**config.mk**
```make
export PLATFORM = sky130hd
export DESIGN_NAME = booth_mul_arbiter
export DESIGN_NICKNAME = d
export VERILOG_FILES = /design/src/rtl/booth_mul_arbiter.sv
export SDC_FILE = /design/constraint.sdc
export NUM_CORES = 1
export LEC_CHECK = 0
export ABC_AREA = 1
export CORE_ASPECT_RATIO = 1.75
export CORE_MARGIN = 4
export CORE_UTILIZATION = 30
export DETAILED_ROUTE_END_ITERATION = 10
export GPL_TIMING_DRIVEN = 0
export PLACE_DENSITY = 0.62
export SETUP_SLACK_MARGIN = 0.1
export SLEW_MARGIN = 20
export SYNTH_ARGS = -nofsm -noshare
export SYNTH_HDL_FRONTEND = slang
export SYNTH_SLANG_ARGS = --single-unit
```
**constraint.sdc**
```tcl
create_clock -name clk -period 2.95 [get_ports clk]
set_input_delay 0.59 -clock clk [delete_from_list [all_inputs] [get_ports clk]]
set_output_delay 0.59 -clock clk [all_outputs]
set_load 0.05 [all_outputs]
```
**src/rtl/booth_mul_arbiter.sv**
```systemverilog
// Round-robin arbiter that time-shares one start/done sequenced multiplier
// among NREQ requesters, with a watchdog bounding each multiply.
module booth_mul_arbiter #(
  parameter int NREQ    = 4,
  parameter int WIDTH   = 8,
  parameter int TIMEOUT = 64
) (
  input  logic                    clk,
  input  logic                    rst_n,
  input  logic [NREQ-1:0]         req,
  input  logic [NREQ*WIDTH-1:0]   q_in,
  input  logic [NREQ*WIDTH-1:0]   m_in,
  output logic [NREQ-1:0]         ack,
  output logic [2*WIDTH-1:0]      result,
  output logic                    err,
  output logic                    busy,
  output logic                    mul_start,
  output logic [WIDTH-1:0]        mul_q,
  output logic [WIDTH-1:0]        mul_m,
  input  logic                    mul_done,
  input  logic [2*WIDTH-1:0]      mul_product
);

  localparam int GW  = $clog2(NREQ);
  localparam int WDW = $clog2(TIMEOUT);

  typedef enum logic [1:0] {IDLE, START, WAIT, RESP} state_t;
  state_t state, state_nx;

  logic [NREQ-1:0][WIDTH-1:0] q_lane, m_lane;
  logic [GW-1:0]  last, grant, win, idx;
  logic [WDW-1:0] wd;
  logic           any_req, timeout;

  for (genvar i = 0; i < NREQ; i++) begin : g_lane
    assign q_lane[i] = q_in[i*WIDTH +: WIDTH];
    assign m_lane[i] = m_in[i*WIDTH +: WIDTH];
  end

  assign any_req = |req;
  assign timeout = (wd == WDW'(TIMEOUT - 1));

  // Scan from farthest to nearest so the closest requester after 'last' wins.
  always_comb begin
    win = last;
    idx = '0;
    for (int k = NREQ; k >= 1; k--) begin
      idx = GW'((int'(last) + k) % NREQ);
      if (req[idx]) win = idx;
    end
  end

  always_ff @(posedge clk or negedge rst_n) begin
    if (!rst_n) state <= IDLE;
    else        state <= state_nx;
  end

  always_comb begin
    state_nx = state;
    case (state)
      IDLE:    if (any_req) state_nx = START;
      START:   state_nx = WAIT;
      WAIT:    if (mul_done || timeout) state_nx = RESP;
      RESP:    state_nx = IDLE;
      default: state_nx = IDLE;
    endcase
  end

  always_ff @(posedge clk or negedge rst_n) begin
    if (!rst_n) begin
      last      <= GW'(NREQ - 1);
      grant     <= '0;
      wd        <= '0;
      ack       <= '0;
      result    <= '0;
      err       <= 1'b0;
      busy      <= 1'b0;
      mul_start <= 1'b0;
      mul_q     <= '0;
      mul_m     <= '0;
    end else begin
      ack       <= '0;
      mul_start <= (state == IDLE) && any_req;
      busy      <= (state_nx != IDLE);
      case (state)
        IDLE: if (any_req) begin
          grant <= win;
          mul_q <= q_lane[win];
          mul_m <= m_lane[win];
        end
        START: wd <= '0;
        WAIT: begin
          wd <= wd + 1'b1;
          // A done arriving on the timeout cycle still delivers its product.
          if (mul_done) begin
            result <= mul_product;
            err    <= 1'b0;
            ack    <= NREQ'(1) << grant;
          end else if (timeout) begin
            result <= '0;
            err    <= 1'b1;
            ack    <= NREQ'(1) << grant;
          end
        end
        RESP: last <= grant;
        default: ;
      endcase
    end
  end

endmodule

```
==> run summary, run 1 <==
Worst-Skew Late Latency = 0.29 ns
Area of the multi-input gates = 1280 um^2
Period minus WS final = 2.12 ns
Power Density = 1210 nW/um^2
Initial Util = 0.306
Main synth FF type = dfrtp_1
WL/cell = 13.6 um
Commonest cells post-synth = nand2_1, inv_1, nand3_1, dfrtp_1, a22o_1
Initial DRC count = 106
Clock Path Buffers = 2
Maxcap violations = 0
DRC = 0
Tot Pwr = 5.49 mW
Most area-consuming cells after synthesis = dfrtp_1, nand2_1, nand3_1, inv_1, a22o_1
Share of Yosys cell area claimed by the top area cell type = 0.409
First-pass GRT wire length = 15500 um
Row cnt = 48
F_max = 0.473 GHz
Ant. Diodes = 0
GPL Wtd Cong = 0.850
Final design utilization = 0.464
Clk sinks = 51
Rel. slew slack = 0.569
Final hold violations = 0
Vias = 3006
Period utilisation layout = 0.717
Slew of the pin with the lowest slew margin = 0.647 ns
Post-Synthesis Cells = 416
Post-Syn Area = 3000 um^2
HPWL after DPL = 7210 um
Pleak = 2.37 nW
CTS Buf Count = 5
Yosys reg bits = 51
Post_cts resized = 0
Status = finished, final reports clean
Startpoint Class = input pin
Initial antenna violation count = 0
Post-synth EDFFs = 0
Critical path type = in -> reg
Worst Path Max Fanout = 10
Vias in the first global route = 3181
Via density = 4.46
Max IR drop VDD = 0.462 mV
Fillers = 1016
Final max-slew violation count = 0
Setup crit end kind = flip-flop
Core Box Area = 9790 um^2
Total grt overflow = 0
Critical path data arrival time = 2.30 ns
Total Routing Usage GR = 0.160
Sequential share of the synthesized area = 0.427
Drt pass-1 iters = 4
CTS Hold Bufs = 0
Input/output buffers = 125
Asr flop ratio synth = 1.00
Largest net degree at the start of global routing = 52
Register area = 1280 um^2
Most frequent cell after synthesis = nand2_1
Nets@finish = 640
Post-route ant nets = 0
Final setup viols = 0
Area Growth Syn to Fin = 51.7%
Die width = 83.5 um
Post-synth top area cell = dfrtp_1
I/O pin count = 126
CTS tree = done
Layout cells sized above 1 = 0.0656
Setup Fix Bufs, Post-CTS = 0
CP required = 3.13 ns
DIE AREA = 11700 um^2
Routed WL = 9150 um
Post-synthesis net count = 508
Htree depth = 2
Worst min path class = in -> async
Syn avg cell area = 7.20 um^2
Worst-path clk slew = 0.07 ns
Die Ht = 140 um
Yosys warns = 0
Synth unique cells = 25
RSZ-0062 raised after global routing = no
CTS root buf = clkbuf_16
Clk_skew = 0.00505 ns
metrics by stage:
| stage | hold WS [ns] | TNS [ns] | instance area [um^2] | instances | setup slack [ns] |
|---|---|---|---|---|---|
| after global placement | 0.461 | -9.95 | 4400 | 666 | -0.205 |
| after CTS | 0.344 | 0 | 4540 | 674 | 0.844 |
| after floorplan | 0.294 | 0 | 3000 | 416 | 1.20 |
| final | 0.318 | 0 | 4540 | 674 | 0.835 |
| after detailed placement | 0.465 | 0 | 4400 | 666 | 0.548 |
| after global routing | 0.370 | 0 | 4540 | 674 | 0.619 |
final timing paths:
path,from,to,slack (ns),cells past startpoint
min reg2reg,mul_m[6],mul_m[6],0.48,2
max,req[2],mul_q[3],0.83,15
min in group clk,mul_m[6],mul_m[6],0.48,2
max reg2reg,last[0],mul_q[3],0.91,15
min,rst_n,result[9],0.32,1
max in group asynchronous,rst_n,wd[4],2.19,1
cell families after synthesis:
group	after synthesis	share of synthesized area
simple gates	231	0.341
buf+inv	101	0.145
flops	51	0.427
compound gates	28	0.0668
fa+ha+maj	5	0.0209
routing by layer:
| layer | global-route usage | routed length [um] |
|---|---|---|
| met3 | 0.0312 | 422 |
| met2 | 0.305 | 5010 |
| met4 | 0.0517 | 178 |
| met1 | 0.176 | 3550 |
| met5 | 0 | 0 |
cells in the final DEF, fill, tap and decap left out, types with 4 or more instances in the layout:
cell type,synthesis,layout
nand2_2,4,4
buf_6,4,4
nor2_1,5,5
nand2_1,139,139
a21oi_1,5,5
nor3_1,7,7
clkdlybuf4s50_1,0,124
clkbuf_16,0,5
clkbuf_1,5,5
nand3_1,67,67
dfrtp_1,49,49
buf_2,7,7
inv_1,78,78
ha_1,5,5
o21ai_0,6,6
a22o_1,16,16
worst max-delay path, stage by stage:
cell,delay [ns]
clkdlybuf4s50_1,0.52
inv_1,0.05
nand2_1,0.06
nand3_1,0.08
nand2_1,0.09
inv_2,0.04
nand2_2,0.08
nand2_2,0.07
nand2_4,0.11
buf_2,0.24
nand3_1,0.10
nand3_1,0.10
nand2_1,0.07
nand2_1,0.06
nand2_1,0.05
final cells by class:
| class | count | area share |
|---|---|---|
| multi-input combinational | 264 | 0.282 |
| sequential | 51 | 0.281 |
| clock inverter | 3 | 0.00413 |
| tap | 125 | 0.0344 |
| clock buffer | 5 | 0.0275 |
| timing repair buffer | 125 | 0.275 |
| inverter | 83 | 0.0702 |
| buffer | 18 | 0.0251 |
where the power goes:
part | total, mW | internal, mW | switching [mW] | leakage, nW
registers | 1.20 | 1.01 | 0.184 | 0.639
clock network | 0.583 | 0.315 | 0.268 | 0.0740
logic | 3.71 | 1.30 | 2.41 | 1.66
sequential cells by signal, summed over array words and instances, names as in the netlist:
register   count
result        16
mul_m          8
mul_q          8
wd             6
ack            4
grant          2
last           2
state          2
busy           1
err            1
mul_start      1
Power figures use the tool's default switching activity.
==> run 2: changes to the inputs <==
Clock period 2.95 ns to 1.95 ns, I/O delays scaled along.
==> run summary, run 2 (synthesis results as in run 1) <==
Slew of the pin with the lowest slew margin = 0.652 ns (was 0.647 ns)
Total grt overflow = 0 (unchanged)
Critical path type = in -> reg (unchanged)
Setup crit end kind = flip-flop (unchanged)
Fillers = 929 (was 1016)
Register-to-Register Path Depth = 17 (was 15)
Biggest register = result (unchanged)
CP max-delay cell = clkdlybuf4s50_1 (unchanged)
Period minus WS final = 2.01 ns
Tot Pwr = 9.88 mW (was 5.49 mW)
Core Box Area = 9790 um^2 (unchanged)
CP required = 2.13 ns (was 3.13 ns)
Pleak = 2.78 nW (was 2.37 nW)
Area Growth Syn to Fin = 69.4% (was 51.7%)
Clock Path Buffers = 2 (unchanged)
Critical path data arrival time = 2.20 ns (was 2.30 ns)
Max reg flops = 16 (unchanged)
Final setup viols = 14 (was 0)
CP cell instances = clkdlybuf4s50_1 > nand2_1 > nand2_1 > nand2_2 > buf_4 > buf_4 > nand2_1 > nand2_1 > nand2_4 > inv_6 > buf_12 > nand3_1 > nand2_1 > nand2_1 > nand2_1 (was clkdlybuf4s50_1 > inv_1 > nand2_1 > nand3_1 > nand2_1 > inv_2 > nand2_2 > nand2_2 > nand2_4 > buf_2 > nand3_1 > nand3_1 > nand2_1 > nand2_1 > nand2_1)
Max IR drop VDD = 1.08 mV (was 0.462 mV)
Worst min path class = in -> async (unchanged)
CTS root buf = clkbuf_16 (unchanged)
Critical path's top delay family = buffers and inverters (was simple AND/OR/NAND/NOR gates)
Power Density = 1950 nW/um^2 (was 1210 nW/um^2)
Biggest regs = result: 16 flops, mul_m: 8 flops, mul_q: 8 flops (unchanged)
Post-route ant nets = 0 (unchanged)
RSZ-0062 raised after global routing = yes (was no)
CTS tree = done (unchanged)
Htree depth = 2 (unchanged)
Initial antenna violation count = 0 (unchanged)
Vias in the first global route = 3292 (was 3181)
Most frequent cells in the layout = nand2_1, clkdlybuf4s50_1, inv_1, dfrtp_1, nand3_1 (was nand2_1, clkdlybuf4s50_1, inv_1, nand3_1, dfrtp_1)
Placed cells = 666 (unchanged)
Worst-path clk slew = 0.07 ns (about the same)
Vias = 3197 (was 3006)
Worst-Skew Late Latency = 0.29 ns (about the same)
Total Routing Usage GR = 0.168 (was 0.160)
Input/output buffers = 125 (unchanged)
Row cnt = 48 (unchanged)
Final max-slew violation count = 0 (unchanged)
Non-Filler Instances = 691 (was 674)
Initial Util = 0.306 (unchanged)
WP depth = 15 (unchanged)
Largest net degree at the start of global routing = 52 (unchanged)
HPWL after DPL = 7210 um (unchanged)
DIE AREA = 11700 um^2 (unchanged)
Violated checks = setup timing
First-pass GRT wire length = 16100 um (was 15500 um)
Clk_skew = 0.00421 ns (was 0.00505 ns)
DRC = 0 (unchanged)
WL/cell = 14.9 um (was 13.6 um)
Ant. Diodes = 0 (unchanged)
Pre-CTS setup slack = -0.252 ns (was 0.548 ns)
Routed WL = 10300 um (was 9150 um)
Worst Path Max Fanout = 10 (unchanged)
I/O pin count = 126 (unchanged)
Final hold violations = 0 (unchanged)
Initial DRC count = 97 (was 106)
Startpoint Class = input pin (unchanged)
Status = complete, but fails checks (was finished, final reports clean)
Nets@finish = 657 (was 640)
GPL Wtd Cong = 0.850 (unchanged)
Clk sinks = 51 (unchanged)
Most used cell, CP = nand2_1 (unchanged)
Die width = 83.5 um (unchanged)
Rel. slew slack = 0.565 (was 0.569)
Final worst slack = -0.0648 ns (was 0.835 ns)
Layout cells sized above 1 = 0.228 (was 0.0656)
CP bufs+invs = 5 (was 4)
Period utilisation layout = 1.03
F_max = 0.496 GHz
Max incr delay on CP = 0.59 ns (was 0.52 ns)
Post-route cell area = 5070 um^2 (was 4540 um^2)
Drt pass-1 iters = 4 (unchanged)
Most common cell after layout, fill and taps aside = nand2_1 (unchanged)
Via density = 4.63 (was 4.46)
Placed instance area = 4400 um^2 (unchanged)
Maxcap violations = 0 (unchanged)
Die Ht = 140 um (unchanged)
CTS Buf Count = 5 (unchanged)
run 2: changes by cell type in the layout (fill, tap and decap cells not counted), sizes merged:
cell and delta:
dlymetal6s2s +5, dlygate4sd2 +33, clkdlybuf4s50 -38, buf +15
clkbuf +2
run 2: layout make-up:
cell class	instances	area [um^2]	share of cell area
tap	125	156	0.0308
multi-input combinational	264	1590	0.313
clock buffer	5	125	0.0247
timing repair buffer	142	1410	0.277
sequential	51	1280	0.252
clock inverter	3	18.8	0.00370
buffer	18	174	0.0343
inverter	83	327	0.0643
run 2: final timing paths:
check | end | startpoint | slack, ns
worst max-delay path | mul_m[4] | req[1] | -0.06
min in group clk | mul_m[6] | mul_m[6] | 0.47
max in group asynchronous | wd[4] | rst_n | 1.39
worst min-delay path | result[9] | rst_n | 0.12
worst min register to register | mul_m[6] | mul_m[6] | 0.47
worst max register to register | mul_m[3] | last[0] | -0.03
run 2: what timing repair did:
| action | 4_1_cts | 5_1_grt |
|---|---|---|
| gates cloned | 3 | 2 |
| pin swaps | 8 | 40 |
| setup endpoints to repair | 68 | 36 |
| setup buffers | 9 | 3 |
| hold buffers | 0 | 0 |
| resized for setup | 69 | 89 |
run 2: where the power goes:
part	switching [mW]	total (mW)	internal (mW)
Combinational	4.46	7.19	2.73
Clock	0.406	0.882	0.477
Sequential	0.273	1.81	1.53
Total	5.14	9.88	4.74
run 2: per-stage QoR:
stage | TNS (ns) | util | hold slack [ns]
floorplan | 0 | - | 0.0944
global placement | -54.12 | 0.450 | 0.461
detailed placement | -4.57 | 0.450 | 0.465
CTS | 0 | 0.481 | 0.144
global route | -1.95 | 0.518 | 0.170
finish | -0.592 | 0.518 | 0.120
run 2: per-layer routing:
metal | share of wire | track usage
met1 | 0.37 | 0.182
met4 | 0.030 | 0.0568
met3 | 0.042 | 0.0294
met5 | 0 | 0
met2 | 0.56 | 0.323
==> run 3: changes to the inputs <==
Settings changed: RECOVER_POWER set to 25.
==> run summary, run 3 (synthesis results as in run 1) <==
Status = complete, but fails checks (unchanged)
Violated checks = setup timing (unchanged)
NetSw = 5.14 mW (about the same)
R2R Path End = mul_m[3] (unchanged)
Worst Path Max Fanout = 10 (unchanged)
Power Density = 1950 nW/um^2 (about the same)
Sw Share = 0.520 (about the same)
Final worst slack = -0.0648 ns (about the same)
Max IR drop VDD = 1.08 mV (unchanged)
Via density = 4.63 (about the same)
Ant. Diodes = 0 (unchanged)
Max reg flops = 16 (unchanged)
I/O pin count = 126 (unchanged)
DRC = 0 (unchanged)
Clock share of power = 0.089 (about the same)
Htree depth = 2 (unchanged)
Tot Pwr = 9.88 mW (about the same)
Clk sinks = 51 (unchanged)
GPL Wtd Cong = 0.850 (unchanged)
Register-to-Register Path Depth = 17 (unchanged)
Initial antenna violation count = 0 (unchanged)
Core Box Area = 9790 um^2 (unchanged)
F_max = 0.496 GHz (about the same)
Critical path type = in -> reg (unchanged)
Post-route cell area = 5070 um^2 (about the same)
Pleak = 2.78 nW (about the same)
Setup crit end kind = flip-flop (unchanged)
Most frequent cells in the layout = nand2_1, clkdlybuf4s50_1, inv_1, dfrtp_1, nand3_1 (unchanged)
CTS Hold Bufs = 0 (unchanged)
Nets@finish = 657 (unchanged)
Max Used Layer = met4 (unchanged)
Drt pass-1 iters = 4 (unchanged)
Vias in the first global route = 3292 (unchanged)
Total grt overflow = 0 (unchanged)
DIE AREA = 11700 um^2 (unchanged)
Reg power frac = 0.183 (about the same)
CP max-delay cell = clkdlybuf4s50_1 (unchanged)
Worst-Skew Late Latency = 0.29 ns (about the same)
Initial Util = 0.306 (unchanged)
CP required = 2.13 ns (about the same)
Critical path data arrival time = 2.20 ns (about the same)
Period minus WS final = 2.01 ns (about the same)
Final max-slew violation count = 0 (unchanged)
Max incr delay on CP = 0.59 ns (about the same)
Clk_skew = 0.00427 ns (was 0.00421 ns)
RSZ-0062 raised after global routing = yes (unchanged)
Worst R2R Start = last[0] (unchanged)
CTS Buf Count = 5 (unchanged)
Post-route ant nets = 0 (unchanged)
Slack of the worst reg-to-reg path = -0.03 ns (about the same)
Period utilisation layout = 1.03 (about the same)
Layout cells sized above 1 = 0.228 (unchanged)
WL/cell = 14.9 um (about the same)
CP bufs+invs = 5 (unchanged)
Die Ht = 140 um (unchanged)
First-pass GRT wire length = 16100 um (unchanged)
Maxcap violations = 0 (unchanged)
Placed instance area = 4400 um^2 (unchanged)
Most common cell after layout, fill and taps aside = nand2_1 (unchanged)
Row cnt = 48 (unchanged)
Register area = 1280 um^2 (unchanged)
Combinational fraction of design power = 0.728 (about the same)
Critical path's top delay family = buffers and inverters (unchanged)
Vias = 3196 (was 3197)
Setup TNS Final = -0.591 ns (was -0.592 ns)
Area of the multi-input gates = 1590 um^2 (unchanged)
Power Internal = 4.74 mW (about the same)
Largest net degree at the start of global routing = 52 (unchanged)
Met3 wire len = 426 um (was 436 um)
Input/output buffers = 125 (unchanged)
Slew of the pin with the lowest slew margin = 1.27 ns (was 0.652 ns)
CTS tree = done (unchanged)
Fillers = 930 (was 929)
HPWL after DPL = 7210 um (unchanged)
Metal2 WL = 5760 um (about the same)
Biggest register = result (unchanged)
Total Routing Usage GR = 0.168 (unchanged)
Worst-path clk slew = 0.07 ns (about the same)
Biggest regs = result: 16 flops, mul_m: 8 flops, mul_q: 8 flops (unchanged)
Post-Route M1 WL = 3780 um (about the same)
Worst min path class = in -> async (unchanged)
Startpoint Class = input pin (unchanged)
CTS root buf = clkbuf_16 (unchanged)
Clock Path Buffers = 2 (unchanged)
Final hold violations = 0 (unchanged)
Initial DRC count = 97 (unchanged)
Placed cells = 666 (unchanged)
CP cell instances = clkdlybuf4s50_1 > nand2_1 > nand2_1 > nand2_2 > buf_4 > buf_4 > nand2_1 > nand2_1 > nand2_4 > inv_6 > buf_12 > nand3_1 > nand2_1 > nand2_1 > nand2_1 (unchanged)
Most used cell, CP = nand2_1 (unchanged)
Routed WL = 10300 um (about the same)
Area Growth Syn to Fin = 69.3% (was 69.4%)
Final setup viols = 14 (unchanged)
Die width = 83.5 um (unchanged)
Rel. slew slack = 0.151 (was 0.565)
Non-Filler Instances = 691 (unchanged)
[run 3: metrics by stage]
stage	hold slack (ns)	setup slack [ns]	utilization
finish	0.364	-0.0648	0.518
floorplan	0.0944	0.201	-
detailed placement	0.465	-0.252	0.450
global route	0.479	-0.141	0.518
CTS	0.144	0.0487	0.481
global placement	0.461	-1.01	0.450
[run 3: timing repair]
| item | in CTS | in global routing |
|---|---|---|
| gates resized for setup | 69 | 89 |
| endpoints found under the setup margin | 68 | 36 |
| pin swaps | 8 | 40 |
| gates cloned | 3 | 2 |
| setup buffers | 9 | 3 |
[run 3: metal layers]
metal  up-vias  track usage
li1       1583            -
met1      1491        0.182
met2       100        0.323
met3        22       0.0294
met4         0       0.0568
met5         -            0
[run 3: worst max path at each step]
stage            start       end  cells after the start
6_report        req[1]  mul_m[4]                     15
3_3_place_gp     rst_n      busy                      1
3_5_place_dp    req[2]  mul_q[3]                     15
5_1_grt        last[0]  mul_m[4]                     15
4_1_cts        last[0]  mul_q[3]                     17
2_1_floorplan  last[0]  mul_m[0]                     15
[run 3: cell type report]
class | instances | share of cell area
plain buffers | 18 | 0.0343
inverters | 83 | 0.0644
repair buffers | 142 | 0.277
clock inverters | 3 | 0.00370
clock buffers | 5 | 0.0247
flip-flops and latches | 51 | 0.252
multi-input cells | 264 | 0.314
well taps | 125 | 0.0308
[run 3: power by group through the flow]
stage               combinational [mW]  sequential [mW]  clock (mW)
floorplan                         2.73             3.03           0
global placement                  5.61             1.83           0
detailed placement                5.67             1.82           0
CTS                               6.16             1.81       0.914
global route                      7.73             1.86       0.947
finish                            7.19             1.81       0.882
